`src/rtl/regfile_sequencer.sv`:
```
// regfile_sequencer
//   Streams eight words from a load handshake into an external register file
//   (R0..R7 in order), or reads R0..R7 back out through a dump handshake.
//
// Ports
//   clk, reset_n          rising-edge clock, asynchronous active-low reset
//   load_valid/ready/data load stream; each valid&&ready cycle writes one register
//   dump_req              start a read-out of R0..R7 (only honoured in IDLE)
//   dump_valid/ready      dump handshake; dump_data/dump_idx held until ready
//   dump_data, dump_idx   registered register value and its number
//   busy                  high whenever a sequence is in progress
//   done                  one-cycle pulse after the last word of a sequence
//   rf_write, rf_writenum, rf_data_in   regfile write port
//   rf_readnum, rf_data_out             regfile read port (combinational read)
//
// state      | meaning
// -----------+-----------------------------------------------------------
// S_IDLE     | waiting; a load beat starts LOAD, else dump_req starts a dump
// S_LOAD     | writing R[idx] on each beat until R7 is written
// S_DUMP_RD  | rf_readnum = idx; capture rf_data_out into dump_data
// S_DUMP_OUT | presenting dump_data/dump_idx until dump_ready

module regfile_sequencer #(
    parameter int WIDTH = 16,
    parameter int NREGS = 8
) (
    input  logic             clk,
    input  logic             reset_n,
    input  logic             load_valid,
    output logic             load_ready,
    input  logic [WIDTH-1:0] load_data,
    input  logic             dump_req,
    output logic             dump_valid,
    input  logic             dump_ready,
    output logic [WIDTH-1:0] dump_data,
    output logic [2:0]       dump_idx,
    output logic             busy,
    output logic             done,
    output logic             rf_write,
    output logic [2:0]       rf_writenum,
    output logic [WIDTH-1:0] rf_data_in,
    output logic [2:0]       rf_readnum,
    input  logic [WIDTH-1:0] rf_data_out
);

    localparam logic [2:0] LAST_IDX = 3'(NREGS - 1);

    typedef enum logic [1:0] {
        S_IDLE,
        S_LOAD,
        S_DUMP_RD,
        S_DUMP_OUT
    } state_t;

    state_t           state_q, state_d;
    logic [2:0]       idx_q, idx_d;
    logic [WIDTH-1:0] dump_data_q, dump_data_d;
    logic [2:0]       dump_idx_q, dump_idx_d;
    logic             done_q, done_d;
    logic [2:0]       readnum_q, readnum_d;
    logic             beat;

    always_ff @(posedge clk or negedge reset_n) begin
        if (!reset_n) begin
            state_q     <= S_IDLE;
            idx_q       <= '0;
            dump_data_q <= '0;
            dump_idx_q  <= '0;
            done_q      <= 1'b0;
            readnum_q   <= '0;
        end else begin
            state_q     <= state_d;
            idx_q       <= idx_d;
            dump_data_q <= dump_data_d;
            dump_idx_q  <= dump_idx_d;
            done_q      <= done_d;
            readnum_q   <= readnum_d;
        end
    end

    always_comb begin
        state_d     = state_q;
        idx_d       = idx_q;
        dump_data_d = dump_data_q;
        dump_idx_d  = dump_idx_q;
        readnum_d   = readnum_q;
        done_d      = 1'b0;

        load_ready  = (state_q == S_IDLE) || (state_q == S_LOAD);
        // Gated by reset_n so no write strobe escapes while reset is held.
        beat        = load_valid && load_ready && reset_n;

        rf_write    = beat;
        rf_writenum = idx_q;
        rf_data_in  = load_data;

        dump_valid  = (state_q == S_DUMP_OUT);
        // The read address only moves during DUMP_RD; otherwise it parks on
        // the last register read so the regfile read port stays quiet.
        rf_readnum  = (state_q == S_DUMP_RD) ? idx_q : readnum_q;

        case (state_q)
            S_IDLE: begin
                if (beat) begin
                    state_d = S_LOAD;
                    idx_d   = 3'd1;
                end else if (dump_req) begin
                    state_d = S_DUMP_RD;
                    idx_d   = '0;
                end
            end
            S_LOAD: begin
                if (beat) begin
                    if (idx_q == LAST_IDX) begin
                        state_d = S_IDLE;
                        idx_d   = '0;
                        done_d  = 1'b1;
                    end else begin
                        idx_d = idx_q + 3'd1;
                    end
                end
            end
            S_DUMP_RD: begin
                dump_data_d = rf_data_out;
                dump_idx_d  = idx_q;
                readnum_d   = idx_q;
                state_d     = S_DUMP_OUT;
            end
            S_DUMP_OUT: begin
                if (dump_ready) begin
                    if (idx_q == LAST_IDX) begin
                        state_d = S_IDLE;
                        idx_d   = '0;
                        done_d  = 1'b1;
                    end else begin
                        idx_d   = idx_q + 3'd1;
                        state_d = S_DUMP_RD;
                    end
                end
            end
            default: state_d = S_IDLE;
        endcase
    end

    assign busy      = (state_q != S_IDLE);
    assign done      = done_q;
    assign dump_data = dump_data_q;
    assign dump_idx  = dump_idx_q;

endmodule

```
`config.mk`:
```
export PLATFORM = sky130hd
export DESIGN_NAME = regfile_sequencer
export DESIGN_NICKNAME = d
export VERILOG_FILES = /design/src/rtl/regfile_sequencer.sv
export SDC_FILE = /design/constraint.sdc
export NUM_CORES = 1
export LEC_CHECK = 0
export BUFFER_PORTS_ARGS = -buffer_cell sky130_fd_sc_hd__buf_2
export CORE_ASPECT_RATIO = 1.1
export CORE_UTILIZATION = 45
export CTS_BUF_LIST = sky130_fd_sc_hd__clkbuf_4
export DETAILED_ROUTE_END_ITERATION = 16
export PLACE_DENSITY = 0.83
export SLEW_MARGIN = 20
export SYNTH_ARGS = -nofsm -noshare
export SYNTH_HDL_FRONTEND = slang
export SYNTH_SLANG_ARGS = --single-unit
```
`constraint.sdc`:
```
create_clock -name clk -period 2.7 [get_ports clk]
set_clock_uncertainty 0.2 [all_clocks]
set_input_delay 0.27 -clock clk [delete_from_list [all_inputs] [get_ports clk]]
set_output_delay 0.27 -clock clk [all_outputs]
set_load 0.01 [all_outputs]
```
# After elaboration in Yosys (flattened, before gate mapping)
# Index checks and enable logic that the tools add are counted.
# word_totals
word_cells	41
register_bits	28
# classes
addsub	1
reduce_logical	8
n_eq_ne	8
muxes	18
# op_table
op	n
two-way mux 3 bit	6
two-way mux 2 bit	6
case mux 3 bit (3 select lines)	1
case mux 2 bit (4 select lines)	1
AND reduction 4 bit	2
equality test 2 bit (second input constant)	2
!= test 2 x 1 -> 1 bit (second input constant)	2
adder 3 x 1 -> 3 bit (second input constant)	1
equality test 3 bit (second input constant)	1
two-way mux 1 bit	3
!= test 3 bit (second input constant)	1
nonzero test 3 bit	1
equality test 2 x 1 -> 1 bit (second input constant)	1
logical AND 1 bit	2
logical NOT 2 bit	1
!= test 2 bit (second input constant)	1
case mux 1 bit (2 select lines)	1
nonzero test 2 bit	1
logical OR 1 bit	1

# Longest topological paths before layout
# logic_depth
depth_word	6
ltp_mapped	6

# Least setup slack after synthesis
# OpenSTA, ideal clock, no wires.
# synth_timing
path_type	register to register
startpoint	register idx_q[0], in the netlist rf_writenum[0]
endpoint	register state_q[0]
stages_incl_launch_ff	6
arrival_ns	1.152
synth_period_minus_slack_ns	1.436
setup_slack_ns	1.264
cell_sequence	dfrtp_1 > ha_1 > ha_1 > nand2_1 > mux2i_1 > a21boi_0
# synth_between
elab_chain_len	3
# synth_rtl
element	line_no	source
start: declaration	56	logic [2:0] idx_q, idx_d;
start signal: assignment	73	idx_q <= idx_d;
equality test 3 bit	114	if (idx_q == LAST_IDX) begin
!= test 2 x 1 -> 1 bit (no source line)	n/a	
AND reduction 4 bit (no source line)	n/a	
end signal: assignment	72	state_q <= state_d;
end: declaration	55	state_t state_q, state_d;
# Every way passes these cells.
# A chain may end at the register's enable or synchronous reset.

# Worst setup path in the final report
# layout_timing
startpoint	register state_q[0]
endpoint	output port rf_readnum[0]
# layout_between
elab_chain_len	2
# layout_rtl
element	line_no	source
equality test 2 bit	100	rf_readnum = (state_q == S_DUMP_RD) ? idx_q : readnum_q;
two-way mux 3 bit	n/a	
end: declaration	42	output logic [2:0] rf_readnum,
# Every way passes these cells.

==> run metrics <==
outcome=finished clean; number of global-route vias before repair=~1000; first-pass GRT wire length=4126 um; nets=236; Ant. Diodes=0; CTS tree=built; detailed placement HPWL=about 1800 um; Cell Chain, Critical Path=and2b_1 > nand2_1 > nand2_1 > buf_2; post-synth cell types=23; combinational share of power=45.3%; Finish-stage setup viols=0; Worst Tran Pin Value=643.0 ps; maximum operating frequency=0.4161 GHz; endpoints failing hold=0; NetSw=0.0007538 W; via count=between 1000 and 1500; Worst-path clk slew=140 ps; Fill cells=248; met1 Track Usage GR=19.64%; Final Slew Violations=0; largest net degree at the start of global routing=27; worst hold slack=93.67 ps; post-CTS sizing=0; Syn Nets=around 180; DP Area=1480 um2; internal power=about 0.0011 W; Synth top area share=51.61%; mean routed wirelength per cell=12.75 um; largest cells by area after synthesis=dfrtp_1 52%, nand2_1 19%, buf_4 11%; met2 usage=around 33%; CTS max path bufs=2; Cell Rows=20; startpoint types=register; first drt pass iteration count=4; initial antenna violation count=0; Multi-input gate area=465.4 um2; Routed WL=2920 um; relative slew slack=around 57%; Critical Path Max Stage Delay=between 600 and 700 ps; CTS HTree Levels=1; Syn Inst Count=145; DRC viols=0; remaining antenna violation count=0; # Post-CTS Setup Buffers=0; worst skew pair latency=between 300 and 400 ps; Worst EP required=2230 ps; LEAKAGE=0.9745 nW; Seq cells post-synth=28; Die Area=3241 um2; fin area=1713 um2; Ports=83; min cycle time layout=2403 ps; crit path kind=reg -> out; RSZ-0062 raised after global routing=false; gpl congestion=0.7730; Die Span X=54.37 um; Hold Crit Depth=3; area leader, netlist=dfrtp_1; Total Power=0.001868 W; Die Y-Extent=59.61 um; met3 usage=4.103%; Overflow after GRT=0; Worst VDD drop=549.0 uV; fraction of layout cells with a size suffix above 1=30.61%; switch share=about two fifths; Sink Count=28; Final Core Density=between 60% and 70%; yosys warns=0; Crit path top cell by count=nand2_1; crit path DAT=roughly 1900 ps; GR peak layer=met2; crit path max fanout=19; FF-to-FF path depth=3; Detailed Route Iter0 Violations=17; TritonCTS Buffers=3; Max Cap Viol=0; worst hold path class=in -> reg; global-route usage over all layers=18.08%; register share of total power=between 40 and 50%; Avg Synthesized Cell Area=9.362 um2; Layout Area Growth over Synthesis=26.17%; CP Capture Type=primary output; critical path's slowest cell=and2b_1; Setup TNS Final=0 ps; hold_buf cts=18; Initial Utilization=between 40 and 50%; mapped cell area=1358 um2; Reg area=around 700 um2; Clock power frac=14.3%; Vias/cell=4.795; commonest non-fill, non-tap cells in the layout=67 x nand2_1, 50 x buf_2, 28 x dfrtp_1, 18 x dlygate4sd3_1, 4 x inv_1; root buffer cell=clkbuf_4; IO buf count=50; power per cell area=around 1100 nW/um2; sequential area share after synthesis=51.61%; core area=2828 um2; most common cell after layout, fill and taps aside=nand2_1; Tcrit/Tclk final=89.02%
per-stage QoR:
step | instances | setup WS (ps)
5_1_grt | 229 | 148.6
4_1_cts | 229 | 292.5
3_3_place_gp | 207 | 715.5
6_report | 229 | 296.5
3_5_place_dp | 207 | 680.9
2_1_floorplan | 145 | 1264
worst max-delay path: cells and delay by family, from the launching register on:
kind                   cells  cell delay (ps)
and+or+nand+nor            3              940
buffers and inverters      1              130
DFF                        1              540
final cells by class:
type / instances / share of cell area, %
inverters: 4 / 0.8766
clock buffers: 3 / 1.315
multi-input cells: 91 / 27.17
well taps: 33 / 2.411
repair buffers: 69 / 25.57
clock inverters: 1 / 1.753
flip-flops and latches: 28 / 40.91
registers in the layout (all words and copies together), names as in the netlist:
register	flops
rf_writenum	3
state_q	2
readnum_q	3
done	1
dump_idx	3
dump_data	16
cell families (layout without fill, tap and decap cells):
family	Yosys count	count (layout)	share of synthesized area, %
DFF	28	28	51.61
and+or+nand+nor	78	78	25.99
adders and majority gates	2	2	1.843
muxes	1	1	0.7374
AOI/OAI and AO/OA	10	10	5.715
buffers and inverters	26	77	14.10
cell usage after synthesis:
library cell,number
mux2i_1,1
inv_1,4
nand3_4,1
buf_4,19
dfrtp_1,28
nand4b_4,1
buf_6,3
a31oi_1,2
nor2_1,3
and2_4,1
ha_1,2
nand4_1,1
and2b_1,1
or2_1,1
a21boi_0,2
o2bb2ai_1,1
nand2b_1,1
nand2_1,67
a2bb2oi_1,1
o22ai_1,1
a21oi_1,2
o311ai_2,1
nand2b_4,1
routing by layer:
metal | vias up | part of all wire [%]
met4 | 0 | 0
met1 | 494 | 43
met2 | 64 | 48
met3 | 0 | 9.6
li1 | 540 | -
met5 | - | 0
final timing paths:
kind	end	from	slack, ps
max	rf_readnum[0]	state_q[0]	300
min	state_q[1]	dump_req	90
max reg2reg	readnum_q[2]	state_q[0]	960
min reg2reg	dump_idx[0]	dump_idx[0]	290
max in group asynchronous	dump_data[12]	reset_n	1660
min in group asynchronous	state_q[1]	reset_n	110
power groups by stage:
stage	sequential (W)	clock, W	combinational [W]
finish	0.000753	0.000268	0.000846
detailed placement	0.000757	0	0.000824
CTS	0.000746	0.000281	0.000847
global route	0.000772	0.000299	0.000950
floorplan	0.000789	0	0.000576
global placement	0.000751	0	0.000808
(Power assumes the default switching activity.)
